`config.mk`:
```
export PLATFORM = sky130hd
export DESIGN_NAME = seq_mult4
export DESIGN_NICKNAME = d
export VERILOG_FILES = /design/src/rtl/mult_pkg.sv /design/src/rtl/ripple_add_w.sv /design/src/rtl/seq_mult4.sv
export SDC_FILE = /design/constraint.sdc
export NUM_CORES = 1
export LEC_CHECK = 0
export CAP_MARGIN = 5
export CORE_MARGIN = 5
export CORE_UTILIZATION = 23
export CTS_CLUSTER_DIAMETER = 40
export CTS_CLUSTER_SIZE = 8
export DETAILED_ROUTE_END_ITERATION = 10
export GPL_TIMING_DRIVEN = 0
export PLACE_DENSITY_LB_ADDON = 0.05
export SKIP_CTS_REPAIR_TIMING = 1
export SYNTH_ARGS = -nofsm -noshare
export SYNTH_HDL_FRONTEND = slang
export SYNTH_HIERARCHICAL = 1
export SYNTH_SLANG_ARGS = --single-unit
```
`constraint.sdc`:
```
create_clock -name clk -period 3.02 [get_ports clk]
set_input_delay 0.453 -clock clk [delete_from_list [all_inputs] [get_ports clk]]
set_output_delay 0.453 -clock clk [all_outputs]
set_load 0.02 [all_outputs]
```
`src/rtl/mult_pkg.sv`:
```
// Shared types and helpers for the sequential multiplier datapath.
package mult_pkg;

  typedef enum logic [1:0] {
    StIdle,
    StRun,
    StDone
  } state_e;

  // Step counter must hold values 0..w.
  function automatic int unsigned cnt_width(input int unsigned w);
    return $clog2(w + 1);
  endfunction

endpackage

```
`src/rtl/ripple_add_w.sv`:
```
// Parameterized ripple-carry adder built from a chain of full-adder cells.
module ripple_add_w #(
  parameter int unsigned WIDTH = 4
) (
  input  logic [WIDTH-1:0] a,
  input  logic [WIDTH-1:0] b,
  input  logic             cin,
  output logic [WIDTH-1:0] sum,
  output logic             cout
);

  logic [WIDTH:0] carry;

  assign carry[0] = cin;

  for (genvar i = 0; i < WIDTH; i++) begin : g_fa
    assign sum[i]       = a[i] ^ b[i] ^ carry[i];
    assign carry[i+1]   = (a[i] & b[i]) | (carry[i] & (a[i] ^ b[i]));
  end

  assign cout = carry[WIDTH];

endmodule

```
`src/rtl/seq_mult4.sv`:
```
// Unsigned shift-and-add multiplier: one add/shift step per clock, WIDTH steps per product.
module seq_mult4
  import mult_pkg::*;
#(
  parameter int unsigned WIDTH = 4
) (
  input  logic                 clk,
  input  logic                 rst,
  input  logic                 start,
  input  logic [WIDTH-1:0]     a,
  input  logic [WIDTH-1:0]     b,
  output logic                 busy,
  output logic                 done,
  output logic [2*WIDTH-1:0]   product
);

  localparam int unsigned     CntW    = cnt_width(WIDTH);
  localparam logic [CntW-1:0] LastCnt = CntW'(WIDTH - 1);

  state_e          state_q;
  logic [WIDTH-1:0] m_q;
  logic [WIDTH-1:0] acc_q;
  logic [WIDTH-1:0] q_q;
  logic [CntW-1:0]  cnt_q;

  logic [WIDTH-1:0] add_sum;
  logic             add_cout;
  logic [WIDTH-1:0] step_a;
  logic             step_c;
  logic [WIDTH-1:0] acc_d;
  logic [WIDTH-1:0] q_d;

  ripple_add_w #(
    .WIDTH (WIDTH)
  ) u_add (
    .a    (acc_q),
    .b    (m_q),
    .cin  (1'b0),
    .sum  (add_sum),
    .cout (add_cout)
  );

  // The carry is consumed by the shift in the same step, so it never needs a register.
  always_comb begin
    step_c = 1'b0;
    step_a = acc_q;
    if (q_q[0]) begin
      step_c = add_cout;
      step_a = add_sum;
    end
    acc_d = {step_c, step_a[WIDTH-1:1]};
    q_d   = {step_a[0], q_q[WIDTH-1:1]};
  end

  always_ff @(posedge clk) begin
    if (rst) begin
      state_q <= StIdle;
      m_q     <= '0;
      acc_q   <= '0;
      q_q     <= '0;
      cnt_q   <= '0;
      busy    <= 1'b0;
      done    <= 1'b0;
      product <= '0;
    end else begin
      done <= 1'b0;
      unique case (state_q)
        StIdle: begin
          if (start) begin
            m_q     <= a;
            q_q     <= b;
            acc_q   <= '0;
            cnt_q   <= '0;
            busy    <= 1'b1;
            state_q <= StRun;
          end
        end
        StRun: begin
          acc_q <= acc_d;
          q_q   <= q_d;
          cnt_q <= cnt_q + CntW'(1);
          if (cnt_q == LastCnt) begin
            state_q <= StDone;
            busy    <= 1'b0;
            done    <= 1'b1;
            product <= {acc_d, q_d};
          end
        end
        StDone: begin
          state_q <= StIdle;
        end
        default: begin
          state_q <= StIdle;
        end
      endcase
    end
  end

endmodule

```
After elaboration in Yosys (flattened, before gate mapping)
Cells that the tools add are included.

word-level totals
  word-level logic and storage cells = 54
  register bits after elaboration = 27

cells by class
  equality and inequality tests = 4
  mux-type cells = 15
  bitwise logic cells = 18
  reduce and logical (&&, ||, !) cells = 8
  $add $sub $neg = 1

operator list
  operator                                       number
  case mux 4 bit (2 select lines)                2
  two-way mux 4 bit                              3
  AND reduction 2 bit                            4
  AND 1 bit                                      7
  bitwise XOR 1 bit                              7
  case mux 3 bit (2 select lines)                1
  two-way mux 1 bit                              4
  two-way mux 2 bit                              2
  != test 2 bit, second input constant           2
  case mux 2 bit (2 select lines)                1
  adder 3 x 1 -> 3 bit, second input constant    1
  == test 3 x 2 -> 1 bit, second input constant  1
  two-way mux 3 bit                              1
  OR 1 bit                                       3
  AND reduction 3 bit                            1
  == test 2 x 1 -> 1 bit, second input constant  1
  zero test 2 bit                                1
  case mux 1 bit (2 select lines)                1
  nonzero test 2 bit                             1
  OR reduction 2 bit                             1
  inverter 1 bit                                 1

Longest topological paths before layout
Gate-level depths: netlist (run 1).

  depth after elaboration = 9
  mapped depth = 11
  mapped depth without buffers = 11

Modules after synthesis
Netlist (run 1), hierarchy kept.

by module, submodules not included
  module        seq. area each (µm²)  cells an instance  times used  area an instance (µm²)
  seq_mult4     540.5                 123                1           1111.1
  ripple_add_w  0.0                   14                 1           117.6

Worst setup path before layout (run 1)
No wires, ideal clock.

  path type = register to register
  start point = reg acc_q[0]
  end point = reg acc_q[2]
  clock period less this slack = 2.263 ns
  data required time = 2.892 ns
  buffers on the path = 0
  cell stages (with the launch flop) = 12
  arrival = 2.135 ns
  slack = 0.757 ns
  cell sequence = dfxtp_1 fa_1 inv_1 fa_1 inv_1 fa_1 inv_1 fa_1 inv_1 mux2_2 a22oi_1 nor2_1

between the ends
  word-level cells in the longest chain between the ends = 8

ends and longest elaborated chain
  what                             RTL line            RTL
  start, declared                  seq_mult4.sv:22     logic [WIDTH-1:0] acc_q;
  start signal, assigned           seq_mult4.sv:59     acc_q <= '0;
  start signal, assigned           seq_mult4.sv:72     acc_q <= '0;
  start signal, assigned           seq_mult4.sv:79     acc_q <= acc_d;
  AND 1 bit (2 in series)          ripple_add_w.sv:18  assign carry[i+1] = (a[i] & b[i]) | (carry[i] & (a[i] ^ b[i]));
  OR 1 bit                         ripple_add_w.sv:18
  AND 1 bit                        ripple_add_w.sv:18
  OR 1 bit                         ripple_add_w.sv:18
  bitwise XOR 1 bit                ripple_add_w.sv:17  assign sum[i] = a[i] ^ b[i] ^ carry[i];
  net add_sum[3]                   seq_mult4.sv:26     logic [WIDTH-1:0] add_sum;
  two-way mux 4 bit                seq_mult4.sv:47     if (q_q[0]) begin
  case mux 4 bit (2 select lines)  seq_mult4.sv:67     unique case (state_q)

The timed path passes the listed nets, and every way through them passes these cells.
A chain may end at the register's enable or synchronous reset.

Final worst setup path (run 1)
Ends and elaborated chain as after synthesis.

==> impl_metrics.json, run 1 <==
{
  "status": "finished clean",
  "slowest_stage": "fa_1",
  "cts_buffers": 3,
  "final-max-slew-violation-count": 0,
  "num_vias": 950,
  "hold_slack_ns": 0.4586,
  "max_cap_viol_count": 0,
  "utilization": 0.3026,
  "critical_path.endpoint": "acc_q[2]$_SDFFE_PP0P_",
  "cts_buffer_depth": 2,
  "die_y_um": 83.09,
  "syn_nets": 154,
  "place_ws_ns": 0.6305,
  "finalSetupViolCount": 0,
  "yosys.area_share.simple": 0.1914,
  "cp_cell_sequence": "fa_1 -> inv_1 -> fa_1 -> inv_1 -> fa_1 -> inv_1 -> fa_1 -> inv_1 -> mux2_2 -> a22oi_1 -> nor2_1",
  "io_buffers": 19,
  "fin_nets": 178,
  "synth_flop_cell": "dfxtp_1",
  "worstPathArrival_ns": 2.56,
  "synthAdderAreaFrac": 0.08554,
  "die_w_um": 83.09,
  "initial_core_util": 0.2390,
  "crit_path_end_kind": "register",
  "synth_top_area_share": 0.4399,
  "grt_use_total": 0.08909,
  "p_leak_uw": 0.0005866,
  "crit_buf_inv": 4,
  "synth_seq_cells": 27,
  "grt_overflow_total": 0,
  "cts.htree.levels": 1,
  "clk_latency_ns": 0.28,
  "setup_tns_ns": 0,
  "period_needed_ns": 2.399,
  "syn_area_um2": 1229,
  "place.gp.congestion": 0.6655,
  "path_depth": 11,
  "ir_drop_mv": 0.2445,
  "cp-start-kind": "register",
  "synth_cell_type_count": 32,
  "reg2reg_to": "acc_q[2]$_SDFFE_PP0P_",
  "timing.fmax_mhz": 416.8,
  "drt_iter0_markers": 32,
  "critPathRequiredTime_ns": 3.18,
  "rows": 26,
  "synth_largest_area_cell": "dfxtp_1",
  "grt_pass1_vias": 978,
  "reg2regPathDepth": 11,
  "p_per_area_nw_per_um2": 437.8,
  "synthArstFlopShare": 0,
  "critical_path.max_stage_delay_ns": 0.47,
  "wl_per_cell_um": 12.43,
  "criticalPathCategory": "reg2reg",
  "drc": 0,
  "viasPerCell": 4.130,
  "path_max_fanout": 3,
  "worstMarginPinSlew_ns": 0.5280,
  "dieArea_um2": 6904,
  "grt_pass1_wl_um": 4919,
  "synth_xor_area_frac": 0,
  "slew_headroom": 0.6480,
  "fillers": 587,
  "setup_ws_ns": 0.6208,
  "hold_class": "reg2reg",
  "routed_wl_um": 2859,
  "diodes": 0,
  "ys_top_cells_by_area": "dfxtp_1 (44%), fa_1 (6.5%), nand2_1 (5.8%), nor2_1 (5.5%), a21oi_1 (5.3%)",
  "hold_violations": 0,
  "synth_compound_area_frac": 0.1426,
  "syn_avg_cell_area_um2": 8.968,
  "synth_cells": 137,
  "antenna_found_initial": 0,
  "cts_tree": "done",
  "multiInputGateArea_um2": 578.1,
  "dp_hpwl_um": 2175,
  "timing.reg2reg.setup_slack_ns": 0.62,
  "drive_gt1_frac": 0.1375,
  "firstDrtPassIters": 4,
  "seq_area_um2": 540.5,
  "clkTransAtPathRegs_ns": 0.10,
  "cp-startpoint": "acc_q[0]$_SDFFE_PP0P_",
  "grt_max_degree": 17,
  "clockRootBuffer": "clkbuf_8",
  "syn2layout_area_growth_pct": 26.58,
  "muxShareOfSynthArea": 0.04786,
  "ys_warn_count": 6,
  "core_region_area_um2": 5140,
  "synth.most_common_cell": "dfxtp_1",
  "final.setup_skew_ns": 0.01201,
  "ant_nets": 0,
  "synth_edf_count": 0,
  "critPathTopFamily": "adder cells",
  "ys_seq_area_frac": 0.4399,
  "synth_top_family_by_area": "simple AND/OR/NAND/NOR gates",
  "synthTopCellsByCount": "dfxtp_1 (27), nand2_1 (19), nor2_1 (18)",
  "p_total_uw": 680.9,
  "whs_path_depth": 2,
  "finalCritPeriodShare": 0.7944,
  "pin_count": 21,
  "r2r_start": "acc_q[0]$_SDFFE_PP0P_",
  "clkSinkCount": 27,
  "rsz0062_at_grt": "no"
}
worst reg2reg max path: stages, from the launching register on:
cell and delay, ns:
dfxtp_1 0.39, fa_1 0.20, inv_1 0.05, fa_1 0.36, inv_1 0.08, fa_1 0.16
inv_1 0.05, fa_1 0.47, inv_1 0.04, mux2_2 0.26, a22oi_1 0.18, nor2_1 0.05
cells in the final DEF (no fill, tap or decap), types with 2 or more instances in the layout:
cell             Yosys  layout
buf_6                2       2
nand3_1              3       3
nand2_1             19      19
nor2_1              18      18
fa_1                 4       4
mux2_2               3       3
dfxtp_1             27      27
ha_1                 2       2
clkdlybuf4s50_1      0      19
nor3_1               4       4
a22oi_1              3       3
clkbuf_8             0       3
clkbuf_1             2       2
a21oi_1             13      13
a221oi_2             3       3
inv_1               14      14
buf_2                3       3
cells by family (layout without fill, tap and decap cells):
logic type               Yosys count  in the layout
AND/OR/NAND/NOR                   51             51
flip-flops                        27             27
other                              1              1
AO/OA/AOI/OAI                     24             24
multiplexers                       5              5
buffers and inverters             23             46
adder cells (fa/ha/maj)            6              6
through the flow:
step	std cells	cell area, um^2
2_1_floorplan	137	1229
3_3_place_gp	226	1506
3_5_place_dp	226	1506
4_1_cts	230	1555
5_1_grt	230	1555
6_report	230	1555
layer usage:
| metal | GRT usage | part of all wire | vias to the layer above |
|---|---|---|---|
| met5 | 0 | 0 | - |
| met4 | 0.01783 | 0.0066 | 0 |
| met3 | 0.03168 | 0.048 | 2 |
| met2 | 0.1443 | 0.45 | 20 |
| met1 | 0.1143 | 0.49 | 435 |
| li1 | - | - | 493 |
flip-flops by register name, summed over array words and instances, names as in the netlist:
name	cells
cnt_q	3
m_q	4
product	8
busy	1
q_q	4
acc_q	4
state_q	2
done	1
power breakdown:
part	total, uW	switching, uW	internal [uW]
combinational	88.8	46.6	42.2
clock	215	121	93.8
sequential	377	9.22	368
how the worst min path moves through the flow:
stage	from	end	slack [ns]
final	product[1]$_SDFFE_PP0P_	product[1]$_SDFFE_PP0P_	0.46
after CTS	product[1]$_SDFFE_PP0P_	product[1]$_SDFFE_PP0P_	0.47
after global placement	product[1]$_SDFFE_PP0P_	product[1]$_SDFFE_PP0P_	0.44
after global routing	product[2]$_SDFFE_PP0P_	product[2]$_SDFFE_PP0P_	0.49
after floorplan	m_q[1]$_SDFFE_PP0P_	m_q[1]$_SDFFE_PP0P_	0.44
after detailed placement	product[1]$_SDFFE_PP0P_	product[1]$_SDFFE_PP0P_	0.45
layout make-up:
cell class	count	area share
clock buffers	3	0.02655
clock inverters	1	0.004827
multi-input cells	87	0.3717
repair buffers	19	0.1223
flip-flops and latches	27	0.3475
inverters	14	0.03379
plain buffers	9	0.03701
well taps	70	0.05632
No activity file was read; power rests on OpenSTA's default activity.
==> run 2, diff against run 1 <==
clock period = 2.5 ns   (was 3.02 ns; I/O delays follow)
==> impl_metrics.json, run 2 (same netlist as run 1, synthesis figures left out) <==
{
  "status": "finished clean",
  "drc": 0,
  "fillers": 587,
  "instances_no_fill": 230,
  "grt_pass1_vias": 978,
  "drt_iter0_markers": 30,
  "slowest_stage": "fa_1",
  "largest_reg_flops": 8,
  "die_y_um": 83.09,
  "critPathTopFamily": "adder cells",
  "rows": 26,
  "num_vias": 942,
  "worstPathArrival_ns": 2.50,
  "path_max_fanout": 3,
  "timing.fmax_mhz": 428.7,
  "multiInputGateArea_um2": 588.1,
  "fin_nets": 178,
  "p_per_area_nw_per_um2": 525.9,
  "clkTransAtPathRegs_ns": 0.10,
  "cp_cell_sequence": "fa_2 -> inv_1 -> fa_2 -> inv_1 -> fa_1 -> inv_1 -> fa_1 -> inv_1 -> mux2_2 -> a22oi_2 -> nor2_1",
  "grt_pass1_wl_um": 4919,
  "max_cap_viol_count": 0,
  "io_buffers": 19,
  "clockRootBuffer": "clkbuf_8",
  "worstMarginPinSlew_ns": 0.5311,
  "path_common_cell": "inv_1",
  "finalSetupViolCount": 0,
  "crit_buf_inv": 4,
  "period_needed_ns": 2.333,
  "cts_buffer_depth": 2,
  "final.setup_skew_ns": 0.01254,
  "criticalPathCategory": "reg2reg",
  "ant_nets": 0,
  "viasPerCell": 4.096,
  "clk_latency_ns": 0.28,
  "grt_overflow_total": 0,
  "crit_path_end_kind": "register",
  "cp-start-kind": "register",
  "layout_common_cells": "dfxtp_1 (25), nand2_1 (19), clkdlybuf4s50_1 (19)",
  "largest-register": "product",
  "critical_path.max_stage_delay_ns": 0.47,
  "hold_violations": 0,
  "syn2layout_area_growth_pct": 27.60,
  "wl_per_cell_um": 12.46,
  "antenna_found_initial": 0,
  "slew_headroom": 0.6459,
  "final-max-slew-violation-count": 0,
  "dp.cells": 226,
  "grt_max_degree": 17,
  "ir_drop_mv": 0.3106,
  "die_w_um": 83.09,
  "cts.htree.levels": 1,
  "hold_class": "in2reg",
  "routed_wl_um": 2865,
  "p_total_uw": 824.5,
  "pin_count": 21,
  "dieArea_um2": 6904,
  "cts_buffers": 3,
  "firstDrtPassIters": 4,
  "place.gp.congestion": 0.6655,
  "finalCritPeriodShare": 0.9331,
  "drive_gt1_frac": 0.1688,
  "core_region_area_um2": 5140,
  "p_leak_uw": 0.0005871,
  "dp_hpwl_um": 2175,
  "mostFrequentLayoutCell": "dfxtp_1",
  "critPathRequiredTime_ns": 2.67,
  "initial_core_util": 0.2390,
  "diodes": 0,
  "cts_tree": "done",
  "grt_use_total": 0.08909,
  "setup_tns_ns": 0,
  "seq_area_um2": 543.0,
  "clkSinkCount": 27,
  "rsz0062_at_grt": "no"
}
[run 2: cell types whose count changed in the layout (fill, tap and decap cells not counted)]
cell     change
fa_2         +2
dfxtp_2      +2
fa_1         -2
dfxtp_1      -2
a22oi_1      -1
a22oi_2      +1
[run 2: path summary, 6_finish.rpt]
| path | slack, ns | endpoint | depth (start not counted) | from |
|---|---|---|---|---|
| setup / recovery | 0.17 | acc_q[2]$_SDFFE_PP0P_ | 11 | acc_q[0]$_SDFFE_PP0P_ |
| hold / removal | 0.41 | q_q[1]$_SDFFE_PP0P_ | 2 | rst |
| setup reg to reg | 0.17 | acc_q[2]$_SDFFE_PP0P_ | 11 | acc_q[0]$_SDFFE_PP0P_ |
| hold reg to reg | 0.46 | product[1]$_SDFFE_PP0P_ | 2 | product[1]$_SDFFE_PP0P_ |
[run 2: report_power, final]
| part | switching [uW] | internal (uW) | leakage (uW) | total [uW] |
|---|---|---|---|---|
| sequential | 11.2 | 445 | 0.000221 | 456 |
| clock | 146 | 113 | 0.0000217 | 260 |
| combinational | 57.1 | 51.4 | 0.000345 | 109 |
[run 2: layer usage]
metal | GRT usage | wire length [um] | up-vias
met2 | 0.1443 | 1299 | 18
met3 | 0.03168 | 126 | 2
met4 | 0.01783 | 19 | 0
met5 | 0 | 0 | -
li1 | - | - | 494
met1 | 0.1143 | 1419 | 428
[run 2: worst register-to-register path, stage by stage, from the launching register on]
cell     delay [ns]
dfxtp_2        0.37
fa_2           0.20
inv_1          0.05
fa_2           0.32
inv_1          0.07
fa_1           0.16
inv_1          0.05
fa_1           0.47
inv_1          0.04
mux2_2         0.27
a22oi_2        0.17
nor2_1         0.05
[run 2: area by class of cell]
| type | count | share of cell area |
|---|---|---|
| buffer | 9 | 0.03671 |
| timing repair buffer | 19 | 0.1213 |
| sequential | 27 | 0.3464 |
| multi-input combinational | 87 | 0.3751 |
| inverter | 14 | 0.03352 |
| clock inverter | 1 | 0.004789 |
| tap | 70 | 0.05587 |
| clock buffer | 3 | 0.02634 |
[run 2: stage by stage]
| stage | hold slack, ns | setup WS (ns) | area, um^2 | utilization |
|---|---|---|---|---|
| 6_report | 0.4141 | 0.1673 | 1568 | 0.3050 |
| 5_1_grt | 0.4305 | 0.03769 | 1568 | 0.3050 |
| 3_5_place_dp | 0.4492 | 0.1105 | 1506 | 0.2931 |
| 3_3_place_gp | 0.4444 | 0.1035 | 1506 | 0.2931 |
| 4_1_cts | 0.4165 | 0.07518 | 1555 | 0.3026 |
| 2_1_floorplan | 0.4363 | 0.2371 | 1229 | - |
==> run 3, diff against run 2 <==
CTS_CLUSTER_SIZE = 10   (was 8)
==> results of run 3 <==
Same layout as run 2: the final DEF is identical, and so are final timing and power.
